File: src/rtl/benes_cfg_sched.sv
// Configuration scheduler for an 8x8 Benes network: holds one pending config, applies it, streams N beats, drains.
// Optional: define CFG_PARITY_CHK_EN to drop configs with bad even parity and raise sticky cfg_err.
module benes_cfg_sched #(
    parameter int NUM_STAGES   = 5,
    parameter int SW_PER_STAGE = 4,
    parameter int CFG_W        = NUM_STAGES*SW_PER_STAGE,
    parameter int LEN_W        = 8,
    parameter int DRAIN_CYC    = 5
) (
    input  logic             clk,
    input  logic             rst,
    input  logic             cfg_valid,
    output logic             cfg_ready,
    input  logic [CFG_W-1:0] cfg_data,
    input  logic [LEN_W-1:0] cfg_len,
    input  logic             cfg_parity,
    input  logic             src_valid,
    output logic             src_ready,
    output logic [CFG_W-1:0] switch_set,
    output logic             busy,
    output logic             frame_done,
    output logic             cfg_err
);
    localparam int DRN_W = $clog2(DRAIN_CYC+1);

    typedef enum logic [1:0] {S_IDLE, S_LOAD, S_STREAM, S_DRAIN} state_t;

    state_t             r_state, w_next;
    logic               r_pend_valid;
    logic [CFG_W-1:0]   r_pend_cfg;
    logic [LEN_W-1:0]   r_pend_len;
    logic [LEN_W:0]     r_beat_cnt;
    logic [DRN_W-1:0]   r_drain_cnt;
    logic [CFG_W-1:0]   r_switch_set;

    logic w_accept, w_par_bad, w_store, w_frame_end, w_load, w_beat, w_last;

    assign w_accept    = cfg_valid & ~r_pend_valid;
    assign w_store     = w_accept & ~w_par_bad;
    assign w_frame_end = (r_state == S_DRAIN) && (r_drain_cnt == DRN_W'(1));
    assign w_load      = r_pend_valid && ((r_state == S_IDLE) || w_frame_end);
    assign w_beat      = (r_state == S_STREAM) && src_valid;
    assign w_last      = w_beat && (r_beat_cnt == (LEN_W+1)'(1));

`ifdef CFG_PARITY_CHK_EN
    logic r_cfg_err;
    assign w_par_bad = ^{cfg_data, cfg_parity};

    always_ff @(posedge clk or posedge rst) begin
        if (rst)                        r_cfg_err <= 1'b0;
        else if (w_accept && w_par_bad) r_cfg_err <= 1'b1;
    end
    assign cfg_err = r_cfg_err;
`else
    logic w_unused_parity;
    assign w_unused_parity = cfg_parity;
    assign w_par_bad       = 1'b0;
    assign cfg_err         = 1'b0;
`endif

    always_ff @(posedge clk or posedge rst) begin
        if (rst) r_state <= S_IDLE;
        else     r_state <= w_next;
    end

    always_comb begin
        w_next = r_state;
        case (r_state)
            S_IDLE:   if (r_pend_valid) w_next = S_LOAD;
            S_LOAD:   w_next = S_STREAM;
            S_STREAM: if (w_last) w_next = S_DRAIN;
            S_DRAIN:  if (w_frame_end) w_next = r_pend_valid ? S_LOAD : S_IDLE;
            default:  w_next = S_IDLE;
        endcase
    end

    // Loading and accepting are exclusive: cfg_ready is low whenever an entry is pending.
    always_ff @(posedge clk or posedge rst) begin
        if (rst) begin
            r_pend_valid <= 1'b0;
            r_pend_cfg   <= '0;
            r_pend_len   <= '0;
        end else if (w_load) begin
            r_pend_valid <= 1'b0;
        end else if (w_store) begin
            r_pend_valid <= 1'b1;
            r_pend_cfg   <= cfg_data;
            r_pend_len   <= cfg_len;
        end
    end

    always_ff @(posedge clk or posedge rst) begin
        if (rst) begin
            r_switch_set <= '0;
            r_beat_cnt   <= '0;
        end else if (w_load) begin
            r_switch_set <= r_pend_cfg;
            r_beat_cnt   <= (r_pend_len == '0) ? {1'b1, {LEN_W{1'b0}}} : {1'b0, r_pend_len};
        end else if (w_beat) begin
            r_beat_cnt   <= r_beat_cnt - 1'b1;
        end
    end

    always_ff @(posedge clk or posedge rst) begin
        if (rst)                                        r_drain_cnt <= '0;
        else if (w_last)                                r_drain_cnt <= DRN_W'(DRAIN_CYC);
        else if (r_state == S_DRAIN && r_drain_cnt != '0) r_drain_cnt <= r_drain_cnt - 1'b1;
    end

    assign cfg_ready  = ~r_pend_valid;
    assign src_ready  = (r_state == S_STREAM);
    assign switch_set = r_switch_set;
    assign busy       = (r_state != S_IDLE);
    assign frame_done = w_frame_end;
endmodule

File: config.mk
export PLATFORM = sky130hd
export DESIGN_NAME = benes_cfg_sched
export DESIGN_NICKNAME = d
export VERILOG_FILES = /design/src/rtl/benes_cfg_sched.sv
export SDC_FILE = /design/constraint.sdc
export NUM_CORES = 1
export LEC_CHECK = 0
export CAP_MARGIN = 20
export CORE_UTILIZATION = 50
export DETAILED_ROUTE_END_ITERATION = 8
export GPL_ROUTABILITY_DRIVEN = 0
export PLACE_DENSITY = 0.9
export SLEW_MARGIN = 30
export SYNTH_ARGS = -nofsm -noshare
export SYNTH_HDL_FRONTEND = slang
export SYNTH_SLANG_ARGS = --single-unit
File: constraint.sdc
create_clock -name clk -period 2.3 [get_ports clk]
set_input_delay 0.46 -clock clk [delete_from_list [all_inputs] [get_ports clk]]
set_output_delay 0.46 -clock clk [all_outputs]
set_load 0.02 [all_outputs]
Word-level counts from Yosys, hierarchy flattened

Cells that the tools add are included.

Register bits after elaboration: 63
Bits in latches: 0
Memory bits (writable): 0
Memory bits (read-only): 0
Bits of input ports: 33
Output and inout port bits: 25
Word-level logic and storage cells: 47
Memories: 0

Add/sub/neg operators: 2
Multiply operators: 0
Div/mod/pow operators: 0
Magnitude comparators: 0
Eq/ne operators: 8
Shifts and indexed selects: 0
Mux-type cells: 12
Bitwise logic cells: 3
Reductions and logical operators: 15

Operators by type and width:

| cell                  | count |
|---|---|
| $mux W9               | 3 |
| $eq A9 B1 Y1 const B  | 1 |
| $sub A9 B1 Y9 const B | 1 |
| $logic_not A8 Y1      | 1 |
| $pmux W2 S4           | 1 |
| $reduce_bool A2 Y1    | 4 |
| $mux W2               | 3 |
| $mux W3               | 2 |
| $logic_and A1 B1 Y1   | 5 |
| $eq A2 B2 Y1 const B  | 2 |
| $ne A2 B2 Y1 const B  | 2 |
| $eq A3 B1 Y1 const B  | 1 |
| $mux W1               | 3 |
| $reduce_and A3 Y1     | 1 |
| $reduce_bool A3 Y1    | 1 |
| $sub A3 B1 Y3 const B | 1 |
| $eq A2 B1 Y1 const B  | 1 |
| $logic_not A2 Y1      | 1 |
| $ne A2 B1 Y1 const B  | 1 |
| $not A1 Y1            | 2 |
| $reduce_and A2 Y1     | 1 |
| $and A1 B1 Y1         | 1 |
| $logic_or A1 B1 Y1    | 1 |

Logic depth before layout (Yosys ltp)

Gate-level depths: netlist (run 1).

Depth after elaboration: 6
Gate-level depth with buffers: 8

Worst setup path after synthesis (run 1)

OpenSTA, ideal clock, no wires.

Path type: reg2reg
From: register r_state[0]
To: register r_state[1]
Setup time: 0.125 ns
Arrival time: 1.846 ns
Required time: 2.175 ns
Setup slack: 0.330 ns
Cell stages (with the launch flop): 8
Period minus slack after synthesis: 1.970 ns
Path through: dfrtp_1 -> inv_1 -> ha_1 -> and4bb_1 -> buf_6 -> nand4b_4 -> a21oi_1 -> mux2_2

Word-level cells in the longest chain between the ends: 5
Elaborated cells between the ends (all ways): 12
Classes of those cells: 6 x eq/ne; 1 x mux; 5 x reduce/logical

Ends and longest elaborated chain:

| what                               | line | source |
|---|---|---|
| start, declared                    | 28   | `state_t r_state, w_next;` |
| start signal, assigned             | 63   | `else r_state <= w_next;` |
| $eq A2 B2 Y1 *                     | --   |  |
| via src_ready                      | 18   | `output logic src_ready,` |
| $logic_and A1 B1 Y1                | 42   | `assign w_beat = (r_state == S_STREAM) && src_valid;` |
| $logic_and A1 B1 Y1                | 43   | `assign w_last = w_beat && (r_beat_cnt == (LEN_W+1)'(1));` |
| $ne A2 B1 Y1 (no source line)      | --   |  |
| $reduce_and A3 Y1 (no source line) | --   |  |

Mark *: on every way through the listed nets, which the timed path passes. The rest lies on a longest branch.
A chain may end at the register's enable or synchronous reset.

Worst setup path after layout (run 1)

From: register r_state[1]
To: output busy

Word-level cells in the longest chain between the ends: 1

Ends and longest elaborated chain:

| what               | line | source |
|---|---|---|
| $reduce_bool A2 Y1 | 113  | `assign busy = (r_state != S_IDLE);` |
| end, declared      | 20   | `output logic busy,` |

No other way between the ends.

==> flow_summary.ini, run 1 <==
[run_status]
status = complete, no violations

[grt]
grt_max_degree = 64
overflow = 0
grt_pass1_wl_um = 8535
grt_antenna_before_repair = 0
first_global_vias = 1826
grtUsageTotal_pct = 19.30

[worst_hold_path]
hold-path-endpoint = r_pend_cfg[0]$_DFFE_PP0P_
min_path_type = flip-flop to flip-flop
hold_depth = 1
hold_start = r_pend_cfg[0]$_DFFE_PP0P_

[detailed_routing]
dr.pass1.iters = 4
drcViolationCount = 0
wirelength_um = 4879
routed-via-count = 1700
wl_per_cell_um = 14.48
ant_nets = 0
routed_via_density = 5.045
first_iter_violations = 108

[clock_network]
htreeDepth = 3
clkTransAtPathRegs_ps = 60
cts_made_buffers = 9
cts_hold_buf = 0
cts.path.max_buffers = 2
root_buffer = clkbuf_8
insertion_delay_ps = 320
cts_tree = built
clock_sinks = 63

[setup_path]
cp_slowest_cell = clkdlybuf4s50_1
crit_path_frequent_cell = inv_1
cp-end-kind = output port
worstPathArrival_ps = 1710
cp_data_required_time_ps = 1840
r2r_slack_ps = 360
cp_cell_sequence = inv_1, ha_1, inv_1, clkdlybuf4s50_1
crit_fanout = 5
reg2reg_to = r_state[1]$_DFFE_PP0P_
r2r_start = r_state[0]$_DFFE_PP0P_
cpPeakStageDelay_ps = 590
critPathLaunchType = flip-flop
critPathKind = flip-flop to output port
ff2ff_path_depth = 6

[run]
drv_cap = 0

[yosys]
synth_top_cell_by_area = dfrtp_1
synth_seq_area_share_pct = 57.46
syn_inst = 202
yosysUniqueCellTypes = 33
syn_area_mm2 = 0.002744
synth_area_leaders = dfrtp_1 57%, mux2_2 21%, ha_1 4.1%, xor2_1 1.9%, a21oi_1 1.6%
synth_nets = 244
synth_seq_cells = 63
yosys.area.top_type_share_pct = 57.46
yosysWarnings = 0
avgSynthCellArea_um2 = 13.58

[final_layout]
layout-drive-gt1-share_pct = 26.59
area_growth_syn_to_layout_pct = 29.37
antenna_cells = 0
finalNetCount = 306

[sta]
fin_skew_ps = 4.616
fin_crit_sh_pct = 94.56
tns_ps = 0
setup_viol = 0
rsz0062_at_grt = no
finalHoldViolCount = 0
slew_viol_final = 0
clock.fmax_mhz = 459.8
finalCriticalPeriod_ps = 2175

[floorplan]
initial_core_util_pct = 52.72
core.rowCount = 26
die-area_mm2 = 0.005788
die_h_um = 76.08
die_w_um = 76.08
pin_count = 58
core_area_mm2 = 0.005205

[power]
peakVddDrop_mv = 0.5060
p_leak_nw = 1.632
finalPower_mw = 2.430
p_per_area_mw_per_mm2 = 684.5

[placed_design]
hpwlAfterDp_um = 3390
io_buffers = 55
==> kinds of logic after synthesis <==
kind of cell	Yosys count	synth area share, %
xor gates and xnor gates	8	2.554
DFF	63	57.46
adders and majority gates	9	4.104
AOI/OAI and AO/OA	20	4.560
other	1	0.1367
muxes	50	20.52
buffers and inverters	19	3.511
and+or+nand+nor	32	7.159
==> placed cells by master (no fill, tap or decap), types with 2 or more instances in the layout <==
cell / n
buf_4: 3
nand3_1: 3
dfrtp_1: 63
nor2_1: 10
clkdlybuf4s50_1: 53
clkinv_2: 2
a21oi_1: 9
dlymetal6s2s_1: 2
nand2_1: 8
xnor2_1: 2
xor2_1: 6
buf_12: 2
ha_1: 9
clkbuf_1: 3
o21ai_0: 2
inv_1: 9
clkbuf_8: 9
mux2_2: 50
nor4_1: 2
==> metrics by stage <==
| stage | utilization (%) | instance area (um^2) | hold WS [ps] | setup slack, ps | instances |
|---|---|---|---|---|---|
| after CTS | 68.10 | 3545 | 504.8 | 3.458 | 337 |
| after detailed placement | 65.31 | 3400 | 491.1 | 195.4 | 323 |
| final | 68.20 | 3550 | 501.9 | 125.1 | 337 |
| after floorplan | - | 2744 | 476.6 | 270.3 | 202 |
| after global placement | 65.31 | 3400 | 483.0 | 232.4 | 323 |
| after global routing | 68.20 | 3550 | 515.5 | 37.33 | 337 |
==> per-layer routing <==
metal  part of all wire [%]  up-vias  global-route usage (%)
li1                       -      818                       -
met1                     42      836                   22.43
met2                     50       38                   32.00
met3                    6.2        8                   7.186
met4                    1.6        0                   8.462
met5                      0        -                       0
==> what timing repair did <==
action | in CTS | in global routing
setup endpoints to repair | 0 | 2
endpoints found under the hold margin | 0 | 0
gates resized for setup | 0 | 2
setup buffers | 0 | 0
==> cell usage after synthesis <==
master	count
buf_6	1
xor2_1	6
nor2_1	10
and4bb_1	1
a22o_1	1
nor4_4	1
buf_4	3
mux2_2	50
nand4b_4	1
a31oi_1	1
nor4_1	2
nor2b_1	2
xnor2_1	2
and3b_1	1
a211o_1	1
o211a_1	1
a21oi_1	9
ha_1	9
a22oi_1	1
nand3_1	3
dfrtp_1	63
nand3b_1	1
a211oi_1	1
buf_2	5
nand2b_1	1
nand4b_1	1
o41ai_1	1
o21ai_1	1
o21ai_0	2
conb_1	1
inv_1	10
nand2_1	8
o21a_1	1
==> worst max-delay path, delay by kind of cell, from the launching register on <==
kind	cells	cell delay (ps)
DFF	1	420
adders and majority gates	1	240
buffers and inverters	3	740
==> how the worst max path moves through the flow <==
stage	from	endpoint	slack (ps)	cells past startpoint
2_1_floorplan	rst	r_beat_cnt[0]$_DFFE_PP0P_	270	1
3_3_place_gp	src_valid	r_state[1]$_DFFE_PP0P_	230	5
3_5_place_dp	src_valid	r_state[1]$_DFFE_PP0P_	200	5
4_1_cts	r_state[1]$_DFFE_PP0P_	frame_done	3	3
5_1_grt	r_state[1]$_DFFE_PP0P_	busy	40	4
6_report	r_state[1]$_DFFE_PP0P_	busy	130	4
==> state kept, by name, indices dropped and copies added (netlist names) <==
| name | count |
|---|---|
| r_pend_valid | 1 |
| r_pend_len | 8 |
| r_state | 2 |
| switch_set | 20 |
| r_drain_cnt | 3 |
| r_beat_cnt | 9 |
| r_pend_cfg | 20 |
==> layout make-up <==
| class | instances | area, um^2 |
|---|---|---|
| Sequential cell | 63 | 1577 |
| Inverter | 10 | 37.54 |
| Timing Repair Buffer | 60 | 618.1 |
| Clock inverter | 2 | 10.01 |
| Multi-Input combinational cell | 120 | 1085 |
| Clock buffer | 12 | 135.1 |
| Fill cell | 370 | 1655 |
| Tap cell | 70 | 87.58 |
==> where the power goes <==
part | internal [mW] | leakage, nW | switching [mW]
clock network | 0.376 | 0.0761 | 0.357
registers | 1.23 | 0.776 | 0.105
logic | 0.202 | 0.780 | 0.156
total | 1.81 | 1.63 | 0.617
(Power assumes the default switching activity.)
==> run 2: changes to the inputs <==
--- a/config.mk
+++ b/config.mk
@@ -6,6 +6,7 @@
 export NUM_CORES = 1
 export LEC_CHECK = 0
 export CAP_MARGIN = 20
+export CORE_MARGIN = 2
 export CORE_UTILIZATION = 50
 export DETAILED_ROUTE_END_ITERATION = 8
 export GPL_ROUTABILITY_DRIVEN = 0
==> run 2 against run 1 <==
Flip-flop and latch count is the same. Highest routed layer unchanged. Sequential power is essentially flat. Die area grew 5.3%. Global-route usage is essentially flat. Count of clock-buffer cells in the layout is the same. First-iteration DRC count shrank 31%. Via count grew 2.8%. Core utilization grew 0.84 points. Largest power group unchanged. Clock power grew 26%. Register-to-register slack gained 50 ps.
==> flow_summary.ini, run 2 (synthesized netlist as in run 1, its figures left out) <==
[final_layout]
fillers = 376
fin_util_pct = 69.04
area_growth_syn_to_layout_pct = 30.96
layout-drive-gt1-share_pct = 28.04
final_cell_mix = 63 x dfrtp_1, 53 x clkdlybuf4s50_1, 50 x mux2_2, 10 x nor2_1, 10 x clkbuf_8
finalNetCount = 308
fin_cells = 341
layout_commonest_cell = dfrtp_1
antenna_cells = 0

[clock_network]
cts.path.max_buffers = 2
cts_made_buffers = 9
insertion_delay_ps = 340
clock_sinks = 63
htreeDepth = 3
clkTransAtPathRegs_ps = 70
post_cts_buffers = 0
post_cts_resized = 1
cts_tree = built
cts_hold_buf = 0
root_buffer = clkbuf_8

[sta]
fin_skew_ps = 6.890
worstMarginPinSlew_ps = 536.0
finalCriticalPeriod_ps = 2186
clock.fmax_mhz = 457.4
fin_crit_sh_pct = 95.05
slew_viol_final = 0
whs_ps = 502.6
setup_viol = 0
rsz0062_at_grt = no
maxSlewHeadroom_pct = 64.21
tns_ps = 0
finalHoldViolCount = 0

[setup_path]
crit_path_frequent_cell = inv_1
critPathLaunchType = flip-flop
cp_slowest_cell = clkdlybuf4s50_1
critPathKind = flip-flop to output port
cp_cell_sequence = inv_1, ha_1, inv_1, clkdlybuf4s50_1
crit_family = buffers and inverters
cpPeakStageDelay_ps = 590
cp.depth = 4
crit_fanout = 5
cp_data_required_time_ps = 1840
crit_buf_inv = 3
worstPathArrival_ps = 1730
ff2ff_path_depth = 6
cp-end-kind = output port

[detailed_routing]
wirelength_um = 5222
wl_per_cell_um = 15.31
ant_nets = 0
dr.pass1.iters = 5
routed_via_density = 5.126
routed-via-count = 1748
drcViolationCount = 0
first_iter_violations = 74

[grt]
grtUsageTotal_pct = 19.33
grt_antenna_before_repair = 0
first_global_vias = 1891
grt_max_degree = 39
overflow = 0
grt_pass1_wl_um = 8921

[floorplan]
core_area_mm2 = 0.005205
die_h_um = 78.08
die_w_um = 78.08
pin_count = 58
die-area_mm2 = 0.006096
initial_core_util_pct = 52.72
core.rowCount = 26

[placed_design]
dp.cells = 325
io_buffers = 55
hpwlAfterDp_um = 3636

[power]
p_per_area_mw_per_mm2 = 733.6
p_leak_nw = 1.647
peakVddDrop_mv = 0.5908

[run]
drv_cap = 0

[run_status]
status = complete, no violations

[worst_hold_path]
min_path_type = flip-flop to flip-flop
hold_depth = 1
run 2: metrics by stage:
stage | power [mW] | instance area (um^2) | setup WS (ps)
floorplan | 1.591 | 2744 | 270.3
global placement | 1.691 | 3402 | 251.7
detailed placement | 1.719 | 3402 | 226.9
CTS | 2.651 | 3591 | 52.65
global route | 2.753 | 3593 | 41.61
finish | 2.636 | 3593 | 113.7
run 2: area by class of cell:
type	count	area [um^2]	share of cell area, %
flip-flops and latches	63	1577	43.87
clock buffers	12	145.1	4.039
multi-input cells	120	1085	30.19
well taps	70	87.58	2.437
inverters	10	37.54	1.045
clock inverters	4	45.04	1.253
repair buffers	62	616.8	17.17
run 2: final timing paths:
| kind | from | end | slack [ps] |
|---|---|---|---|
| hold reg to reg | r_pend_cfg[0]$_DFFE_PP0P_ | switch_set[0]$_DFFE_PP0P_ | 500 |
| setup reg to reg | r_state[0]$_DFFE_PP0P_ | r_state[1]$_DFFE_PP0P_ | 410 |
| setup / recovery | r_state[1]$_DFFE_PP0P_ | busy | 110 |
| max in group asynchronous | rst | switch_set[10]$_DFFE_PP0P_ | 1180 |
| hold / removal | r_pend_cfg[0]$_DFFE_PP0P_ | switch_set[0]$_DFFE_PP0P_ | 500 |
| min in group asynchronous | rst | r_pend_len[2]$_DFFE_PP0P_ | 510 |
run 2: where the power goes:
| group | switching, mW | total (mW) | internal, mW |
|---|---|---|---|
| Sequential | 0.110 | 1.34 | 1.23 |
| Combinational | 0.166 | 0.371 | 0.205 |
| Clock | 0.397 | 0.922 | 0.525 |
run 2: per-layer routing:
| layer | vias up | global-route usage (%) | routed length (um) |
|---|---|---|---|
| met5 | - | 0 | 0 |
| met4 | 0 | 9.825 | 165 |
| met3 | 15 | 7.931 | 374 |
| met2 | 52 | 30.09 | 2484 |
| met1 | 856 | 23.21 | 2198 |
| li1 | 825 | - | - |
